## src/rtl/fetch_ctrl_pkg.sv

```systemverilog
// Shared types and constants for the instruction fetch controller.
package fetch_ctrl_pkg;

    // Fetch controller sequencing states
    typedef enum logic [1:0] {
        ST_RESET = 2'd0,
        ST_FILL  = 2'd1,
        ST_RUN   = 2'd2,
        ST_FLUSH = 2'd3
    } fetch_state_t;

    // addi x0, x0, 0 -- shown on the decode bus while nothing valid has been fetched
    localparam logic [31:0] NOP = 32'h0000_0013;

    // One fetched pair as buffered between ROM and decode
    typedef struct packed {
        logic [31:0] instr0;
        logic [31:0] instr1;
        logic [31:0] pc;
        logic        v1;
    } fetch_pair_t;

endpackage

```

## src/rtl/fetch_ctrl_if.sv

```systemverilog
// Fetch controller bus: ROM read port, decode handshake and execute redirect.
// master = fetch controller side, slave = ROM / decode / execute side.
interface fetch_ctrl_if #(
    parameter int ADDR_W = 10
);
    logic [ADDR_W-1:0] rom_addr;
    logic [31:0]       rom_instr1;
    logic [31:0]       rom_instr2;
    logic              dec_valid;
    logic              dec_ready;
    logic [31:0]       dec_instr0;
    logic [31:0]       dec_instr1;
    logic [31:0]       dec_pc;
    logic              dec_v1;
    logic              redirect_valid;
    logic [31:0]       redirect_pc;

    modport master (
        output rom_addr,
        input  rom_instr1, rom_instr2,
        output dec_valid, dec_instr0, dec_instr1, dec_pc, dec_v1,
        input  dec_ready,
        input  redirect_valid, redirect_pc
    );

    modport slave (
        input  rom_addr,
        output rom_instr1, rom_instr2,
        input  dec_valid, dec_instr0, dec_instr1, dec_pc, dec_v1,
        output dec_ready,
        output redirect_valid, redirect_pc
    );
endinterface

```

## src/rtl/fetch_fifo2.sv

```systemverilog
// Two-entry FIFO of fetched pairs. The caller never pushes when full and
// never pops when empty; flush drops all contents in one cycle.
module fetch_fifo2
    import fetch_ctrl_pkg::*;
#(
    parameter fetch_pair_t RST_VAL = '0
) (
    input  logic        clk,
    input  logic        rst_n,
    input  logic        flush,
    input  logic        push,
    input  fetch_pair_t din,
    input  logic        pop,
    output fetch_pair_t dout,
    output logic [1:0]  count
);
    fetch_pair_t mem [2];
    logic        wr_ptr;
    logic        rd_ptr;

    // Storage, pointers and occupancy; a push and pop together keep the count
    always_ff @(posedge clk) begin
        if (!rst_n) begin
            mem[0] <= RST_VAL;
            mem[1] <= RST_VAL;
            wr_ptr <= 1'b0;
            rd_ptr <= 1'b0;
            count  <= 2'd0;
        end else if (flush) begin
            wr_ptr <= 1'b0;
            rd_ptr <= 1'b0;
            count  <= 2'd0;
        end else begin
            if (push) begin
                mem[wr_ptr] <= din;
                wr_ptr      <= ~wr_ptr;
            end
            if (pop) begin
                rd_ptr <= ~rd_ptr;
            end
            count <= count + {1'b0, push} - {1'b0, pop};
        end
    end

    assign dout = mem[rd_ptr];

endmodule

```

## src/rtl/fetch_ctrl.sv

```systemverilog
// Instruction fetch controller: issues two-word reads to a dual-read ROM,
// buffers returned pairs in a 2-entry FIFO and hands them to decode.
// Define FETCH_PERF_EN to add the perf_pairs / perf_stalls counters.
module fetch_ctrl
    import fetch_ctrl_pkg::*;
#(
    parameter int          ADDR_W   = 10,
    parameter logic [31:0] RESET_PC = 32'h0000_0000
) (
    input  logic             clk,
    input  logic             rst_n,
    fetch_ctrl_if.master     bus
`ifdef FETCH_PERF_EN
    ,
    output logic [31:0]      perf_pairs,
    output logic [31:0]      perf_stalls
`endif
);
    localparam logic [ADDR_W-1:0] IDX_MAX = '1;
    localparam fetch_pair_t RST_PAIR = '{instr0: NOP, instr1: NOP, pc: RESET_PC, v1: 1'b0};

    fetch_state_t      state, state_nxt;
    logic              flush, issue_en, issue;
    logic              xfer, pop, push;
    logic [31:0]       pc, pc_nxt;
    logic [ADDR_W-1:0] idx, idx_nxt;
    logic              inflight;
    logic [31:0]       inflight_pc;
    logic              inflight_v1;
    logic [1:0]        occ;
    logic [2:0]        level;
    fetch_pair_t       head, wr_pair;

    // FSM state register
    always_ff @(posedge clk) begin
        if (!rst_n) state <= ST_RESET;
        else        state <= state_nxt;
    end

    // FSM next state: one FILL cycle after reset, then RUN; a redirect passes through FLUSH
    always_comb begin
        state_nxt = state;
        case (state)
            ST_RESET: state_nxt = ST_FILL;
            ST_FILL:  state_nxt = bus.redirect_valid ? ST_FLUSH : ST_RUN;
            ST_RUN:   state_nxt = bus.redirect_valid ? ST_FLUSH : ST_RUN;
            ST_FLUSH: state_nxt = bus.redirect_valid ? ST_FLUSH : ST_RUN;
            default:  state_nxt = ST_RESET;
        endcase
    end

    // FSM outputs: a redirect flushes the pipe in any state and blocks issue that cycle
    // so the next read goes to the redirect target; issue is otherwise credit-limited
    always_comb begin
        flush    = bus.redirect_valid;
        issue_en = !bus.redirect_valid;
    end

    assign idx          = pc[ADDR_W+1:2];
    assign bus.rom_addr = idx;

    // The pair leaving this cycle frees a slot, so count it to sustain one pair per cycle
    assign xfer  = bus.dec_valid && bus.dec_ready;
    assign pop   = xfer && !flush;
    assign level = {1'b0, occ} + {2'b00, inflight} - {2'b00, pop};
    assign issue = issue_en && (level < 3'd2);

    // Last word index wraps the PC back to zero; an odd index simply steps by two
    assign idx_nxt = (idx == IDX_MAX) ? '0 : idx + ADDR_W'(2);
    assign pc_nxt  = {pc[31:ADDR_W+2], idx_nxt, 2'b00};

    // PC and single in-flight read tracking
    always_ff @(posedge clk) begin
        if (!rst_n) begin
            pc          <= RESET_PC;
            inflight    <= 1'b0;
            inflight_pc <= RESET_PC;
            inflight_v1 <= 1'b0;
        end else begin
            inflight <= issue;
            if (issue) begin
                inflight_pc <= pc;
                inflight_v1 <= (idx != IDX_MAX);
            end
            if (flush) begin
                pc <= bus.redirect_pc & ~32'd3;
            end else if (issue) begin
                pc <= pc_nxt;
            end
        end
    end

    // ROM data arrives the cycle after issue; a flush discards it
    assign push    = inflight && !flush;
    assign wr_pair = '{instr0: bus.rom_instr1, instr1: bus.rom_instr2,
                       pc: inflight_pc, v1: inflight_v1};

    fetch_fifo2 #(
        .RST_VAL (RST_PAIR)
    ) u_fifo (
        .clk   (clk),
        .rst_n (rst_n),
        .flush (flush),
        .push  (push),
        .din   (wr_pair),
        .pop   (pop),
        .dout  (head),
        .count (occ)
    );

    assign bus.dec_valid  = (occ != 2'd0);
    assign bus.dec_instr0 = head.instr0;
    assign bus.dec_instr1 = head.instr1;
    assign bus.dec_pc     = head.pc;
    assign bus.dec_v1     = head.v1;

`ifdef FETCH_PERF_EN
    // Saturating transfer and stall counters
    always_ff @(posedge clk) begin
        if (!rst_n) begin
            perf_pairs  <= '0;
            perf_stalls <= '0;
        end else begin
            if (xfer && (perf_pairs != '1)) begin
                perf_pairs <= perf_pairs + 32'd1;
            end
            if (bus.dec_valid && !bus.dec_ready && (perf_stalls != '1)) begin
                perf_stalls <= perf_stalls + 32'd1;
            end
        end
    end
`endif

endmodule

```

## src/flat_wrapper.sv

```systemverilog
// flat-port wrapper written by rule: the top's interface ports become plain ports
module fetch_ctrl_flat import fetch_ctrl_pkg::*;
#(
    parameter int          ADDR_W   = 10,
    parameter logic [31:0] RESET_PC = 32'h0000_0000
)
  (clk, rst_n, bus_rom_addr, bus_rom_instr1, bus_rom_instr2, bus_dec_valid, bus_dec_instr0, bus_dec_instr1, bus_dec_pc, bus_dec_v1, bus_dec_ready, bus_redirect_valid, bus_redirect_pc);
  fetch_ctrl_if #(.ADDR_W(ADDR_W)) bus_i ();
  input  logic clk;
  input  logic rst_n;
  output wire logic [$bits(bus_i.rom_addr)-1:0] bus_rom_addr;
  input wire logic [$bits(bus_i.rom_instr1)-1:0] bus_rom_instr1;
  input wire logic [$bits(bus_i.rom_instr2)-1:0] bus_rom_instr2;
  output wire logic [$bits(bus_i.dec_valid)-1:0] bus_dec_valid;
  output wire logic [$bits(bus_i.dec_instr0)-1:0] bus_dec_instr0;
  output wire logic [$bits(bus_i.dec_instr1)-1:0] bus_dec_instr1;
  output wire logic [$bits(bus_i.dec_pc)-1:0] bus_dec_pc;
  output wire logic [$bits(bus_i.dec_v1)-1:0] bus_dec_v1;
  input wire logic [$bits(bus_i.dec_ready)-1:0] bus_dec_ready;
  input wire logic [$bits(bus_i.redirect_valid)-1:0] bus_redirect_valid;
  input wire logic [$bits(bus_i.redirect_pc)-1:0] bus_redirect_pc;
  assign bus_rom_addr = bus_i.rom_addr;
  assign bus_i.rom_instr1 = bus_rom_instr1;
  assign bus_i.rom_instr2 = bus_rom_instr2;
  assign bus_dec_valid = bus_i.dec_valid;
  assign bus_dec_instr0 = bus_i.dec_instr0;
  assign bus_dec_instr1 = bus_i.dec_instr1;
  assign bus_dec_pc = bus_i.dec_pc;
  assign bus_dec_v1 = bus_i.dec_v1;
  assign bus_i.dec_ready = bus_dec_ready;
  assign bus_i.redirect_valid = bus_redirect_valid;
  assign bus_i.redirect_pc = bus_redirect_pc;
  fetch_ctrl #(.ADDR_W(ADDR_W), .RESET_PC(RESET_PC)) u_core (.clk(clk), .rst_n(rst_n), .bus(bus_i));
endmodule
```

## config.mk

```make
export PLATFORM = sky130hd
export DESIGN_NAME = fetch_ctrl_flat
export DESIGN_NICKNAME = d
export VERILOG_FILES = /design/src/rtl/fetch_ctrl_pkg.sv /design/src/rtl/fetch_ctrl_if.sv /design/src/rtl/fetch_fifo2.sv /design/src/rtl/fetch_ctrl.sv /design/src/flat_wrapper.sv
export SDC_FILE = /design/constraint.sdc
export NUM_CORES = 1
export LEC_CHECK = 0
export CAP_MARGIN = 20
export CELL_PAD_IN_SITES_DETAIL_PLACEMENT = 1
export CELL_PAD_IN_SITES_GLOBAL_PLACEMENT = 2
export CORE_MARGIN = 2
export CORE_UTILIZATION = 35
export DETAILED_ROUTE_END_ITERATION = 10
export PLACE_DENSITY_LB_ADDON = 0.25
export RECOVER_POWER = 100
export SLEW_MARGIN = 0
export SYNTH_ARGS = -nofsm -noshare
export SYNTH_HDL_FRONTEND = slang
export SYNTH_SLANG_ARGS = --single-unit
```

## constraint.sdc

```tcl
create_clock -name clk -period 11.75 [get_ports clk]
set_clock_uncertainty 0.2 [all_clocks]
set_input_delay 2.35 -clock clk [delete_from_list [all_inputs] [get_ports clk]]
set_output_delay 2.35 -clock clk [all_outputs]
set_load 0.01 [all_outputs]
```

# Word-level counts from Yosys, hierarchy flattened
# Memory sizes are Yosys's and may differ from the RTL's. A register that Yosys moved wholly into a read port is not among the register bits.
# Cells that the tools add are included.
[totals] ram_bits=190 input_bits=100 latch_bits=0 reg_bits=66 n_memories=1 mem_bits_ro=0 out_inout_bits=108
[mem_list] name="u_core.u_fifo.mem" words=2 word_bits=95 rd=1 rd_ports_with_merged_regs=1 write_ports=2 line_no="fetch_fifo2.sv:17" rtl="fetch_pair_t mem [2];"
[classes] eq_ne=2 add_sub_neg=5 mux=13 shifts=0 n_reduce_logical=9 bitwise=3 div_mod_pow=0 n_mul=0 order_cmp=1
[ops] cell="$mux 95" n=1
[ops] cell="$reduce_or 95->1" n=1
[ops] cell="$mux 32" n=1
[ops] cell="$mux 12" n=1
[ops] cell="$add 10x2->10 const B" n=1
[ops] cell="$eq 10x10->1 const B" n=1
[ops] cell="$mux 10" n=1
[ops] cell="$ne 10x10->1 const B" n=1
[ops] cell="$mux 1" n=9
[ops] cell="$logic_and 1x1->1" n=4
[ops] cell="$reduce_bool 2->1" n=2
[ops] cell="$add 2x1->3" n=1
[ops] cell="$lt 3x2->1 const B" n=1
[ops] cell="$not 1->1" n=3
[ops] cell="$sub 3x1->3" n=1
[ops] cell="$add 2x1->2" n=1
[ops] cell="$reduce_or 2->1" n=1
[ops] cell="$sub 2x1->2" n=1
[ops] cell="$logic_not 1->1" n=1

# Longest topological paths before layout
[depth] word_depth=8 ltp_mapped=13 mapped_depth_nobuf=9

# Modules after synthesis
# From an unflattened synthesis, not the netlist that was laid out.
[unflattened] hier_cells=855 hier_area_um2=11212.0
[modules_own_cells] module="fetch_fifo2" instances=1 area_per_inst_um2=8649.5 cells_each=562
[modules_own_cells] module="fetch_ctrl" instances=1 area_per_inst_um2=2562.5 cells_each=293

# Worst setup path after synthesis
# Ideal clock, no wire load.
[synth_path] path_kind="input to register" startpoint="input port bus_redirect_valid" endpoint="memory u_core.u_fifo.mem[0][0] (netlist bit), enable pin" cell_stages=3 required_time_ps=10870 slack_ps=1495 n_path_buf=2 arrival_ps=9375 path_cell_list="buf_2 > buf_2 > o21ai_0"
[synth_lines] element="start, declared" line_no="flat_wrapper.sv:20" rtl="input wire logic [$bits(bus_i.redirect_valid)-1:0] bus_redirect_valid;"
[synth_lines] element="end, declared" line_no="fetch_fifo2.sv:17"

==> implementation parameters <==
Parameter                              Value

CTS
  Hold-fix buffers at CTS ... 0
  Clock Tree Buf Depth ... 3
  CTS Buf Count ... 30
  CTS H-Tree Depth ... 1
  Number of gates resized after cts ... 0
  Post-CTS Setup Repair Bufs ... 0
  Worst-skew pair later-pin latency ... approximately 0.54 ns
  Clock-pin slew of the registers on the worst-case setup and hold paths ... 0.06 ns
  CTS root buf ... clkbuf_16
  Clock tree from TritonCTS ... done
  Clock tree sinks ... approximately 260

Drt
  Number of vias after detailed routing ... between 6k and 7k
  Final Routed Wirelength ... between 20,000 and 30,000 um
  Average routed wire per standard cell ... 17.8 um
  Remaining antenna violation count ... 0
  Number of vias per cell ... between 4 and 5
  Detailed-router iteration count before antenna repair ... 4
  Initial DRC count ... between 300 and 400
  Drc violations ... 0

Layout
  Number of inserted diodes ... 0
  Area used by multi-input combinational logic ... between 3000 and 4000 um2
  Leading cell type in the layout, fill and taps excluded ... edfxtp_1
  Most used cells in the layout excluding fill and tap cells ... edfxtp_1, clkdlybuf4s50_1, and2_0, dlygate4sd3_1, mux2_2
  Area growth from synthesis to final layout ... 30.2%
  Final standard cell count with taps included and fillers excluded ... 1,432
  Area taken by flip-flops and latches ... between 7000 and 8000 um2
  Fill count ... 3,164
  Final #Nets ... 1,115
  Proportion of layout cells with a drive suffix above 1 ... 0.143

Yosys
  Top cells by area in the synthesized netlist ... edfxtp_1, dfxtp_1, and2_1
  Mapped Cells ... around 830
  Synth Cell Area ... about 11,000 um2
  Proportion of netlist area held by the largest area contributor ... 0.522
  Register bit count reported by yosys ... 257
  Synthesized area divided by synthesized cell count ... 13.1 um2
  Number of library cell types mapped by synthesis ... 44
  Yosys warnings ... 0
  Share of synthesized area occupied by flip-flops and latches ... 0.645
  Cell taking the most area after synthesis ... edfxtp_1

STA
  Setup violations, final ... 0
  Slew margin rel. ... -1.84
  Setup TNS Final ... 0 ns
  Count of final hold-check violations ... 0
  Transition at the pin with the smallest max-transition slack ... between 4 and 5 ns
  Max Freq ... roughly 130 MHz
  Unrepaired setup endpoints after global routing ... false
  Min Clock Period, post-route ... 7.88 ns
  Pins over their slew limit ... 382
  Final period utilization ... 0.671

Worst setup path
  Data arrival time of the worst path ... around 8 ns
  Data required time of the worst path ... around 12 ns
  Startpoint kind of the worst setup timing path ... primary input
  Critical path capture point type ... register
  Critical-path maximum fanout ... between 60 and 70
  Startpoint-to-endpoint class of the critical path ... primary input to register

Power and ir drop
  Maximum resistive drop on vdd ... 0.000116 V
  Pwr per Cell Area ... ~150 nW/um2
  LEAKAGE ... ~0.0052 uW

Placed design
  Global placer's final weighted congestion ... 0.745
  DP HPWL ... ~15,000 um
  Number of cells in the design after placement ... around 1.4k
  Count of input and output buffers ... 203

Status
  Violated checks ... max-capacitance violations, max-slew violations
  Status ... complete, but fails checks

Worst hold path
  Type of the tightest min-delay check ... register to register

Floorplanning
  Die height ... about 180 um
  Standard-cell row count ... 64
  Die area ... between 30,000 and 40,000 um2
  Effective utilization at floorplan ... 0.356
  Die X ... approximately 180 um
  Area of the placeable core ... about 31,000 um2
  IO Count ... 208

Global route
  First-pass GRT wire length ... about 40,000 um
  Number of antenna violations at the first check in global routing ... 0
  Via count of the first global-routing pass ... between 6k and 7k
  Remaining Overflow, GRT ... 0
  Largest net degree at the start of global routing ... 97
  Overall fraction of global-route tracks in use ... 0.154

Job
  MaxCap Viol Count ... 7
-- cell usage after synthesis --
master    instances
fa_1              1
mux2i_1          20
nor3b_1           1
a211oi_1          1
or3_1             7
dfxtp_1          67
and2_1          182
and2_4            1
buf_2            21
a21oi_1          39
o32ai_1           4
mux2_2           96
nor4b_1           2
nor2_1           32
or2_2             2
nand2_1          72
and3_1            4
a311o_1           1
a31oi_1           2
nand3_2           1
nor2_4            1
nor2b_1           1
inv_2             2
clkbuf_1         20
inv_1             1
xor2_1            4
nand4_1           3
and4_1            1
buf_6             3
edfxtp_1        190
xnor2_2           1
o31a_1            1
buf_4            15
nand2b_1          9
nand2_2           1
o21a_1            1
clkbuf_2          2
o21ai_0           7
conb_1            1
xnor2_1           5
buf_1             2
nand3_1           3
ha_1              2
nor3_2            1
-- final timing paths --
kind | slack (ns) | cells after the start | from | end
hold / removal | 0.26 | 2 | u_core.pc[18] | u_core.inflight_pc[18]
setup reg to reg | 6.01 | 3 | u_core.inflight | u_core.u_fifo.mem[0][65]
setup / recovery | 3.87 | 3 | bus_redirect_valid | u_core.u_fifo.mem[0][65]
hold reg to reg | 0.26 | 2 | u_core.pc[18] | u_core.inflight_pc[18]
-- kinds of logic after synthesis --
group                      count (synthesis)  share of synthesized area
and+or+nand+nor                          324                      0.164
DFF                                      257                      0.645
muxes                                    116                      0.117
buffers and inverters                     66                     0.0325
AOI/OAI and AO/OA                         56                     0.0285
xor gates and xnor gates                  10                    0.00870
adders and majority gates                  3                    0.00412
other                                      1                   0.000343
-- where the power goes --
| group | leakage, uW | internal [uW] | total [uW] | switching, uW |
|---|---|---|---|---|
| Sequential | 0.00249 | 1010 | 1030 | 17.4 |
| Clock | 0.000550 | 621 | 988 | 367 |
| Combinational | 0.00220 | 83.8 | 161 | 77.6 |
| Total | 0.00523 | 1720 | 2180 | 462 |
-- through the flow --
stage                     total power [uW]  worst slack [ns]  hold WS [ns]  utilization  cell area (um2)
after floorplan                       1130              1.49         0.231            -            10900
after global placement                1220              5.24         0.242        0.430            13200
after detailed placement              1220              5.30         0.246        0.430            13200
after CTS                             2220              5.87         0.255        0.466            14300
after global routing                  2270              3.25         0.282        0.464            14200
final                                 2180              3.87         0.256        0.464            14200
-- area by class of cell --
class | instances | area share
clock inverter | 13 | 0.00844
inverter | 3 | 0.000791
timing repair buffer | 209 | 0.145
clock buffer | 43 | 0.0687
multi-input combinational | 511 | 0.247
sequential | 257 | 0.495
tap | 396 | 0.0348
-- state kept, by name, summed over array words and instances (netlist names), named ones only --
signal	flops
u_core.u_fifo.rd_ptr	1
u_core.inflight_pc	30
u_core.pc	30
u_core.inflight_v1	1
u_core.u_fifo.wr_ptr	1
u_core.u_fifo.mem	190
u_core.u_fifo.count	2
u_core.inflight	1
-- critical path: stages --
cell      delay [ns]
clkbuf_1        0.80
o21ai_0         3.48
buf_4           1.13
-- routing by layer --
layer	vias to the layer above	track usage	routed length (um)
li1	3242	-	-
met1	3256	0.213	11600
met2	181	0.253	12100
met3	27	0.0285	1410
met4	0	0.0332	347
met5	-	0	0
No activity file was read; power rests on OpenSTA's default activity.
